### src/rtl/multi_blinker.sv
// Multi-channel LED blinker: per-channel off/steady/blink/burst modes sharing one
// programmable half-period. All outputs come straight from registers.
module multi_blinker #(
    parameter int CHANNELS = 4,
    parameter int CNT_W    = 8,
    parameter int BURST_W  = 4
) (
    input  logic                  clk,
    input  logic                  reset,
    input  logic [CHANNELS-1:0]   switch,
    input  logic [2*CHANNELS-1:0] mode,
    input  logic [CNT_W-1:0]      half_period,
    input  logic [BURST_W-1:0]    burst_len,
    output logic [CHANNELS-1:0]   out,
    output logic [CHANNELS-1:0]   done
);

    typedef enum logic [1:0] {
        S_IDLE = 2'b00,
        S_HIGH = 2'b01,
        S_LOW  = 2'b10,
        S_DONE = 2'b11
    } state_t;

    localparam logic [1:0] M_OFF    = 2'b00;
    localparam logic [1:0] M_STEADY = 2'b01;
    localparam logic [1:0] M_BLINK  = 2'b10;
    localparam logic [1:0] M_BURST  = 2'b11;

    // Terminal phase count; a half_period of 0 behaves as 1.
    logic [CNT_W-1:0] w_hp_m1;
    assign w_hp_m1 = (half_period == '0) ? '0 : half_period - CNT_W'(1);

    for (genvar gi = 0; gi < CHANNELS; gi++) begin : g_ch
        state_t             r_state, w_state_nx;
        logic [CNT_W-1:0]   r_cnt, w_cnt_nx;
        logic [BURST_W-1:0] r_left, w_left_nx;
        logic               r_out, w_out_nx;
        logic               r_done, w_done_nx;
        logic               r_sw_q;
        logic [1:0]         r_mode_q;
        logic [1:0]         w_mode;
        logic               w_sw;
        logic               w_restart;
        logic               w_phase_end;

        assign w_mode      = mode[2*gi +: 2];
        assign w_sw        = switch[gi];
        assign w_restart   = !w_sw || (w_mode != r_mode_q);
        // >= rather than == so a shrinking half_period still ends the phase.
        assign w_phase_end = (r_cnt >= w_hp_m1);

        always_comb begin
            w_state_nx = r_state;
            w_cnt_nx   = r_cnt;
            w_left_nx  = r_left;
            w_out_nx   = r_out;
            w_done_nx  = r_done;
            if (w_restart) begin
                w_state_nx = S_IDLE;
                w_cnt_nx   = '0;
                w_out_nx   = 1'b0;
                w_done_nx  = 1'b0;
            end else begin
                case (r_state)
                    S_IDLE: begin
                        w_out_nx = 1'b0;
                        case (w_mode)
                            M_OFF:    w_out_nx = 1'b0;
                            M_STEADY: w_out_nx = 1'b1;
                            M_BLINK: begin
                                w_out_nx   = 1'b1;
                                w_cnt_nx   = '0;
                                w_state_nx = S_HIGH;
                            end
                            M_BURST: begin
                                // Only a fresh rising edge of the switch triggers a burst.
                                if (!r_sw_q) begin
                                    if (burst_len == '0) begin
                                        w_state_nx = S_DONE;
                                        w_done_nx  = 1'b1;
                                    end else begin
                                        w_out_nx   = 1'b1;
                                        w_left_nx  = burst_len;
                                        w_cnt_nx   = '0;
                                        w_state_nx = S_HIGH;
                                    end
                                end
                            end
                            default: w_out_nx = 1'b0;
                        endcase
                    end
                    S_HIGH: begin
                        if (w_phase_end) begin
                            w_cnt_nx   = '0;
                            w_out_nx   = 1'b0;
                            w_state_nx = S_LOW;
                        end else begin
                            w_cnt_nx = r_cnt + CNT_W'(1);
                        end
                    end
                    S_LOW: begin
                        if (w_phase_end) begin
                            w_cnt_nx = '0;
                            if (w_mode == M_BURST) begin
                                w_left_nx = r_left - BURST_W'(1);
                                if (r_left == BURST_W'(1)) begin
                                    w_state_nx = S_DONE;
                                    w_done_nx  = 1'b1;
                                end else begin
                                    w_out_nx   = 1'b1;
                                    w_state_nx = S_HIGH;
                                end
                            end else begin
                                w_out_nx   = 1'b1;
                                w_state_nx = S_HIGH;
                            end
                        end else begin
                            w_cnt_nx = r_cnt + CNT_W'(1);
                        end
                    end
                    S_DONE: begin
                        w_out_nx  = 1'b0;
                        w_done_nx = 1'b1;
                    end
                    default: w_state_nx = S_IDLE;
                endcase
            end
        end

        // mode_q tracks the live mode through reset so that a mode held steady
        // across reset is not seen as a change on the first edge afterwards.
        always_ff @(posedge clk) begin
            if (reset) begin
                r_state  <= S_IDLE;
                r_cnt    <= '0;
                r_left   <= '0;
                r_out    <= 1'b0;
                r_done   <= 1'b0;
                r_sw_q   <= 1'b0;
                r_mode_q <= w_mode;
            end else begin
                r_state  <= w_state_nx;
                r_cnt    <= w_cnt_nx;
                r_left   <= w_left_nx;
                r_out    <= w_out_nx;
                r_done   <= w_done_nx;
                r_sw_q   <= w_sw;
                r_mode_q <= w_mode;
            end
        end

        assign out[gi]  = r_out;
        assign done[gi] = r_done;
    end

endmodule
### config.mk
export PLATFORM = sky130hd
export DESIGN_NAME = multi_blinker
export DESIGN_NICKNAME = d
export VERILOG_FILES = /design/src/rtl/multi_blinker.sv
export SDC_FILE = /design/constraint.sdc
export NUM_CORES = 1
export LEC_CHECK = 0
export ABC_AREA = 1
export CAP_MARGIN = 20
export CORE_ASPECT_RATIO = 0.9
export CORE_MARGIN = 2
export CORE_UTILIZATION = 56
export CTS_BUF_LIST = sky130_fd_sc_hd__clkbuf_4 sky130_fd_sc_hd__clkbuf_8
export DETAILED_ROUTE_END_ITERATION = 7
export PLACE_DENSITY = 0.83
export SLEW_MARGIN = 20
export SYNTH_ARGS = -nofsm -noshare
export SYNTH_HDL_FRONTEND = slang
export SYNTH_SLANG_ARGS = --single-unit
### constraint.sdc
create_clock -name clk -period 2.8 [get_ports clk]
set_clock_uncertainty 0.15 [all_clocks]
set_input_delay 0.84 -clock clk [delete_from_list [all_inputs] [get_ports clk]]
set_output_delay 0.84 -clock clk [all_outputs]
set_load 0.005 [all_outputs]
==> results of run 1 <==
cells in the final DEF (no fill, tap or decap), drive strengths merged, types with 2 or more instances in the layout:
cell             n
a21o             4
a21oi           54
a31oi            2
buf             57
bufinv           3
clkbuf          13
clkdlybuf4s50   25
dfxtp           76
ha              78
inv            119
nand2          188
nand3           71
nand3b           5
nand4           13
nor2           147
nor3             8
o211ai           2
o21a             3
o21ai           34
o21bai          10
o31ai            5
or2              4
xnor2           10
xor2             5
layer usage:
metal | up-vias | GRT usage (%) | part of all wire [%]
met5 | - | 0 | 0
met4 | 0 | 7.59 | 3.5
met3 | 62 | 5.64 | 6.6
met2 | 229 | 45.5 | 48
met1 | 2671 | 33.6 | 42
li1 | 2921 | - | -
what timing repair did:
action                                  in CTS  in global routing
buffers inserted                             5                  6
endpoints found under the setup margin      64                 64
resized for setup                           64                 64
pin swaps                                   22                 35
power by group:
group / internal (mW) / switching (mW)
Clock: 0.622 / 0.434
Sequential: 1.10 / 0.0157
Combinational: 0.242 / 0.314
Total: 1.96 / 0.764
kinds of logic (layout without fill, tap and decap cells):
kind of cell,count (synthesis),after routing,share of synthesized area [%]
AND/OR/NAND/NOR,436,436,32.4
buffers and inverters,132,221,9.50
AO/OA/AOI/OAI,116,116,11.6
adder cells (fa/ha/maj),78,78,17.3
flip-flops,76,76,26.9
XOR/XNOR,15,15,2.32
worst min-delay path: stages, from the launching register on:
cell and delay (ps):
dfxtp_1 320, inv_1 50, a21oi_1 50
final cells by class:
cell class / count / share of cell area (%)
multi-input combinational: 645 / 56.9
sequential: 76 / 20.9
timing repair buffer: 86 / 10.4
inverter: 120 / 6.30
tap: 126 / 2.17
clock buffer: 11 / 2.00
clock inverter: 4 / 1.34
final timing paths:
path,from,endpoint,slack [ps],cells past startpoint
max reg2reg,g_ch[3].r_state[0],g_ch[3].r_left[0],660,10
min reg2reg,g_ch[0].r_done,g_ch[0].r_done,310,2
max,half_period[1],g_ch[1].r_state[0],-210,17
min,g_ch[0].r_done,g_ch[0].r_done,310,2
registers in the layout, indices dropped and copies added, names as in the netlist:
signal,flops
g_ch.r_state,8
g_ch.r_mode_q,8
g_ch.r_sw_q,4
g_ch.r_out,4
g_ch.r_cnt,32
g_ch.r_left,16
g_ch.r_done,4
stage by stage:
stage,worst slack [ps],TNS [ps]
after floorplan,-16.4,-59.8
after global placement,-734,-42060
after detailed placement,-839,-48320
after CTS,2.34,0
after global routing,-269,-6030
final,-212,-1730
==> impl_metrics.ini, run 1 <==
[outcome]
status = complete, but fails checks
violations = negative setup slack

[flow_run]
max-cap-violations = 0

[critical_path]
arrival_ps = 3150
crit_path_top_delay_cell = ha_4
path_buf_inv = 3
worstSetupStartpointType = primary input
critPathTopFamily = simple AND/OR/NAND/NOR gates
crit_type = primary input to register
path_max_fanout = 6
critPathCaptureType = register
required_ps = 2940
cp_cell_sequence = buf_8 > nor2_4 > nand2_2 > nor2_4 > inv_2 > nor3_4 > or2_4 > nand3_4 > ha_4 > nand2_1 > inv_1 > nor2_1 > o21a_2 > nand3_4 > nand2_1 > nand2_1 > a21oi_1
slowest_delay_ps = 270
critPathMostFrequentCell = nand2_1

[logic_synthesis]
synth_edf_count = 0
yosysMostFrequentCell = nand2_1
yosysSeqAreaShare_pct = 26.9
syn_avg_cell_area_um2 = 6.63
synth-seq-cells = 76
async_flop_share_pct = 0
synth-main-ff-cell = dfxtp_1
syn_area_um2 = 5650
synth_nets = 957
yosysTopAreaCell = dfxtp_1
ys_warn_count = 0
synthCells = 853
yosysUniqueCellTypes = 33
yosys-top-cells-count = nand2_1 (179), nor2_1 (144), inv_1 (113), ha_1 (78), dfxtp_1 (76)
synthTopCellsByArea = dfxtp_1 (27%), ha_1 (17%), nand2_1 (12%)
synthDominantCellAreaShare_pct = 26.9

[sta]
rsz0062_at_grt = true
tightest_slew_ps = 629
setup_viol = 16
min_period_ps = 3010
slew_viol_final = 0
hold_viol_final = 0
layout_setup_ws_ps = -212
whs_ps = 312
slew_headroom_pct = 57.6
fmax_mhz = 332
period_share_pct = 108

[place]
globalplace.congestion = 0.865
io_buffers = 33
placed_area_um2 = 6470
hpwl_um = 10100
place_inst = 1043

[grt]
antenna_found_initial = 0
grt_pass1_vias = 5186
grt_use_total_pct = 26.6
grt.overflow.total = 0
grt_pass1_wl_um = 23300
grt_max_degree = 13

[route]
drt_wl_total_um = 15500
routedWlPerCell_um = 14.5
drt-pass1-iter-count = 5
drt-initial-drc-count = 359
viasPerCell = 5.51
ant_nets = 0
vias = 5883
drc = 0

[die]
row_count = 34
core-area_um2 = 9740
die_w_um = 110
ios = 34
initial_core_util_pct = 58.0
die_y_um = 99.3
die_area_um2 = 10900

[power]
ir_drop_v = 0.000411
leakagePower_nw = 3.34
power.total_mw = 2.73
power.density_nw_per_um2 = 375

[finish]
stdcell_count = 1068
fillCellCount = 696
nets = 1042
ff_latch_area_um2 = 1520
layout-drive-gt1-share_pct = 19.2
fin_util_pct = 74.7
antenna_cells = 0
areaGrowthSynthToFinish_pct = 28.7
multiInputGateArea_um2 = 4140
final_area_um2 = 7270

[min_path]
hold_class = register to register

[clock_network]
cts_tree = yes
clk_pin_slew_ps = 90
cts_made_buffers = 9
clk_latency_ps = 370
cts.sinks = 76
root_buffer = clkbuf_8
cts_max_level = 3
cts_hold_buf = 0
clockBufferDepth = 2
Power figures use the tool's default switching activity.
==> run 2, diff against run 1 <==
- CORE_MARGIN: 2 -> unset
==> impl_metrics.ini, run 2 (synthesis gave the netlist of run 1 again) <==
[die]
ios = 34
die_y_um = 97.3
die_w_um = 108
core-area_um2 = 9740
die_area_um2 = 10500
initial_core_util_pct = 58.0
row_count = 34

[critical_path]
r2r-start = g_ch[1].r_state[0]
crit_type = primary input to register
critPathMostFrequentCell = nor2_4
cp_cell_sequence = buf_8 > buf_6 > nor2_4 > nand2_4 > nor2_4 > nand3_4 > buf_6 > nand3_4 > ha_4 > a21o_1 > nor2_4 > buf_4 > nand2_4 > o21ai_4 > nand3_2 > nor2_2
path_buf_inv = 4
arrival_ps = 3030
critPathCaptureType = register
path_max_fanout = 5
critPathTopFamily = simple AND/OR/NAND/NOR gates
worstSetupStartpointType = primary input
cp.depth = 16
required_ps = 2960
regToRegSetupSlack_ps = 630
r2r_cells = 10
slowest_delay_ps = 230
rr_endpoint = g_ch[1].r_left[1]
crit_path_top_delay_cell = ha_4

[place]
placed_area_um2 = 6470
globalplace.congestion = 0.874
io_buffers = 33
preCtsSetupSlack_ps = -827
hpwl_um = 9950

[finish]
largest_reg_flops = 32
reg_top3 = g_ch.r_cnt: 32 flops, g_ch.r_left: 16 flops
final_common_cell = nand2_1
final_cell_mix = nand2_1 (158), nor2_1 (127), inv_1 (106)
top_register = g_ch.r_cnt
fin_util_pct = 74.8
areaGrowthSynthToFinish_pct = 28.9
ff_latch_area_um2 = 1520
multiInputGateArea_um2 = 4190
nets = 1040
layout-drive-gt1-share_pct = 19.4
fillCellCount = 692
antenna_cells = 0
final_area_um2 = 7290

[route]
drt_wl_total_um = 15300
drt-pass1-iter-count = 5
drt-initial-drc-count = 276
ant_nets = 0
routedWlPerCell_um = 14.3
viasPerCell = 5.40
drc = 0
vias = 5760

[min_path]
min_to = g_ch[3].r_done
holdPathStages = 2
hold_start = g_ch[3].r_done
hold_class = register to register

[grt]
antenna_found_initial = 0
grt_pass1_wl_um = 23400
grt_use_total_pct = 27.7
grt_max_degree = 13
grt_pass1_vias = 5323
grt.overflow.total = 0

[clock_network]
clk_latency_ps = 370
cts_tree = yes
clockBufferDepth = 2
clk_pin_slew_ps = 90
cts_hold_buf = 0
cts.sinks = 76
cts_made_buffers = 9
root_buffer = clkbuf_8
cts_max_level = 3

[sta]
rsz0062_at_grt = true
fmax_mhz = 349
hold_viol_final = 0
period_share_pct = 102
slew_headroom_pct = 69.7
setup_viol = 11
slew_viol_final = 0
min_period_ps = 2860
layout_setup_ws_ps = -64.5
tightest_slew_ps = 450

[power]
leakagePower_nw = 3.31
power.density_nw_per_um2 = 373
power.total_mw = 2.72
ir_drop_v = 0.000272

[outcome]
violations = negative setup slack
status = complete, but fails checks

[flow_run]
max-cap-violations = 0
run 2: cell types whose count changed in the layout (fill, tap and decap cells not counted), moves of 2 or more:
cell      delta
clkinv_2     +2
nand3_1      +5
nand2_1      -3
buf_6        +3
nor2_2       +2
nand3_2      -4
ha_4         +5
buf_4        -3
nor2_1       -3
ha_1         -5
run 2: cell type report:
type	count	area share (%)
multi-input combinational	645	57.5
sequential	76	20.9
timing repair buffer	84	10.0
inverter	120	6.22
tap	126	2.16
clock buffer	10	1.89
clock inverter	5	1.37
run 2: metal layers:
layer	up-vias	routed length, um	part of all wire, %	GRT usage [%]
li1	2911	-	-	-
met1	2628	6590	43	34.9
met2	166	7300	48	47.0
met3	55	814	5.3	5.77
met4	0	559	3.7	8.64
met5	-	0	0	0
run 2: worst max path at each step:
stage,from,end,slack [ps]
floorplan,half_period[2],g_ch[0].r_cnt[2],-20
global placement,half_period[0],g_ch[0].r_cnt[3],-720
detailed placement,half_period[0],g_ch[0].r_cnt[6],-830
CTS,half_period[3],g_ch[3].r_left[2],10
global route,half_period[2],g_ch[0].r_cnt[7],-160
finish,half_period[2],g_ch[0].r_cnt[7],-60
run 2: what timing repair did:
item	CTS	global route
pin swaps	27	41
cloned	0	0
gates resized for setup	63	69
setup endpoints to repair	64	64
buffers inserted	2	7
run 2: metrics by stage:
| stage | TNS (ps) | cells | hold WS (ps) |
|---|---|---|---|
| after floorplan | -59.8 | 853 | 278 |
| after global placement | -39670 | 1042 | 291 |
| after detailed placement | -45230 | 1042 | 294 |
| after CTS | 0 | 1059 | 314 |
| after global routing | -4300 | 1066 | 341 |
| final | -286 | 1066 | 309 |
run 2: worst register-to-register path: cells and delay by family, from the launching register on:
kind / cells / cell delay, ps
buf+inv: 3 / 450
compound gates: 2 / 230
flops: 1 / 330
fa+ha+maj: 1 / 380
simple gates: 4 / 530
run 2: power breakdown:
part	internal [mW]	switching, mW
clock network	0.609	0.436
logic	0.242	0.314
registers	1.10	0.0158
total	1.95	0.766
==> run 3, diff against run 2 <==
- CORE_ASPECT_RATIO: 0.9 -> unset
==> impl_metrics.ini, run 3 (synthesis gave the netlist of run 1 again) <==
[route]
ant_nets = 0
drc = 0
drt-initial-drc-count = 238
drt_wl_total_um = 14300
drt-pass1-iter-count = 5
vias = 5651
routedWlPerCell_um = 13.4
viasPerCell = 5.31

[critical_path]
path_max_fanout = 6
critPathMostFrequentCell = nand2_2
worstSetupStartpointType = primary input
crit_path_top_delay_cell = ha_4
slowest_delay_ps = 270
r2r-start = g_ch[2].r_state[0]
cp-startpoint = half_period[2]
required_ps = 2970
cp_cell_sequence = buf_8 > buf_6 > nor2_4 > nand2_4 > nor2_4 > nand3_4 > o21ai_4 > ha_4 > nand2_2 > nor2_1 > nor2_1 > nand2_1 > nand2_2 > nand2_2 > o21ai_4 > nand3_2 > nor2_2
crit_type = primary input to register
arrival_ps = 2960
critPathCaptureType = register

[sta]
setup_viol = 0
slew_viol_final = 0
rsz0062_at_grt = true
hold_viol_final = 0
tightest_slew_ps = 409
slew_headroom_pct = 72.4
tns_ps = 0
min_period_ps = 2790
period_share_pct = 99.5
whs_ps = 307
fmax_mhz = 359

[finish]
final_area_um2 = 7080
reg_top3 = g_ch.r_cnt: 32 flops, g_ch.r_left: 16 flops
fin_util_pct = 72.4
final_common_cell = nand2_1
areaGrowthSynthToFinish_pct = 25.2
largest_reg_flops = 32
final_cell_mix = nand2_1 (159), nor2_1 (133), inv_1 (104)
nets = 1031
top_register = g_ch.r_cnt
layout-drive-gt1-share_pct = 17.9
antenna_cells = 0
stdcell_count = 1065

[power]
power.density_nw_per_um2 = 350
power_frac_comb_pct = 21.2
p_sw_share_pct = 31.4
seq_power_share_pct = 45.1
p_switching_mw = 0.776
internal_power_mw = 1.70
ir_drop_v = 0.000333
leakagePower_nw = 3.24
clock_power_share_pct = 33.7

[place]
placed_area_um2 = 6430
place_inst = 1043
globalplace.congestion = 0.886
io_buffers = 33
hpwl_um = 9830

[clock_network]
clk_latency_ps = 390
cts.sinks = 76
cts_max_level = 3
clockBufferDepth = 2
cts_made_buffers = 9
root_buffer = clkbuf_8
cts_tree = yes
cts_hold_buf = 0
clk_pin_slew_ps = 80

[grt]
grt_pass1_vias = 5171
grt_max_degree = 14
use_met1_pct = 34.7
antenna_found_initial = 0
busiest_layer = met2
grt_pass1_wl_um = 23100
use_met2_pct = 47.2
use_met3_pct = 7.18
grt.overflow.total = 0
grt_use_total_pct = 28.3

[die]
die_w_um = 102
die_area_um2 = 10500
ios = 34
core-area_um2 = 9770
die_y_um = 102
row_count = 36
initial_core_util_pct = 57.8

[outcome]
status = finished, final reports clean

[min_path]
hold_class = register to register
hold_start = g_ch[3].r_done

[flow_run]
max-cap-violations = 0
## run 3: cell count changes in the layout (fill, tap and decap cells not counted), sizes merged
cell,change
buf,-9
bufinv,-3
clkbuf,+1
clkinv,+1
clkinvlp,+1
dlygate4sd2,-2
dlymetal6s2s,+2
inv,+1
## run 3: final timing paths
check                      end  slack, ps  cells past startpoint
max           g_ch[0].r_cnt[5]         10                     17
max reg2reg  g_ch[2].r_left[0]        640                      8
min             g_ch[3].r_done        310                      2
min reg2reg     g_ch[3].r_done        310                      2
## run 3: cell type report
| cell class | instances | area (um^2) |
|---|---|---|
| Fill cell | 784 | 2700 |
| Tap cell | 133 | 166 |
| Sequential cell | 76 | 1520 |
| Clock buffer | 11 | 151 |
| Timing Repair Buffer | 75 | 671 |
| Multi-Input combinational cell | 645 | 4080 |
| Inverter | 120 | 453 |
| Clock inverter | 5 | 35.0 |
## run 3: through the flow
stage / worst slack (ps) / power (mW)
2_1_floorplan: -16.4 / 1.42
6_report: 12.7 / 2.48
3_3_place_gp: -755 / 1.59
4_1_cts: 4.89 / 2.46
5_1_grt: -80.4 / 2.59
3_5_place_dp: -815 / 1.59
## run 3: power by group through the flow
stage / registers, mW / logic, mW / clock network [mW]
finish: 1.12 / 0.525 / 0.835
global route: 1.12 / 0.583 / 0.887
CTS: 1.12 / 0.493 / 0.852
detailed placement: 1.14 / 0.454 / 0
global placement: 1.14 / 0.445 / 0
floorplan: 1.14 / 0.287 / 0
## run 3: critical path: cells and delay by family
family          cells  cell delay [ps]
compound gates      2              400
fa+ha+maj           1              270
buf+inv             2              210
simple gates       12             1200
## run 3: repair_timing
item                                    CTS  global route
gates resized for setup                  78            42
pin swaps                                35            40
buffers inserted                          4             2
endpoints found under the setup margin   64            64
## run 3: per-layer routing
| layer | share of wire (%) | vias to the layer above |
|---|---|---|
| met3 | 5.0 | 34 |
| met5 | 0 | - |
| met1 | 44 | 2566 |
| met2 | 48 | 160 |
| li1 | - | 2891 |
| met4 | 2.4 | 0 |
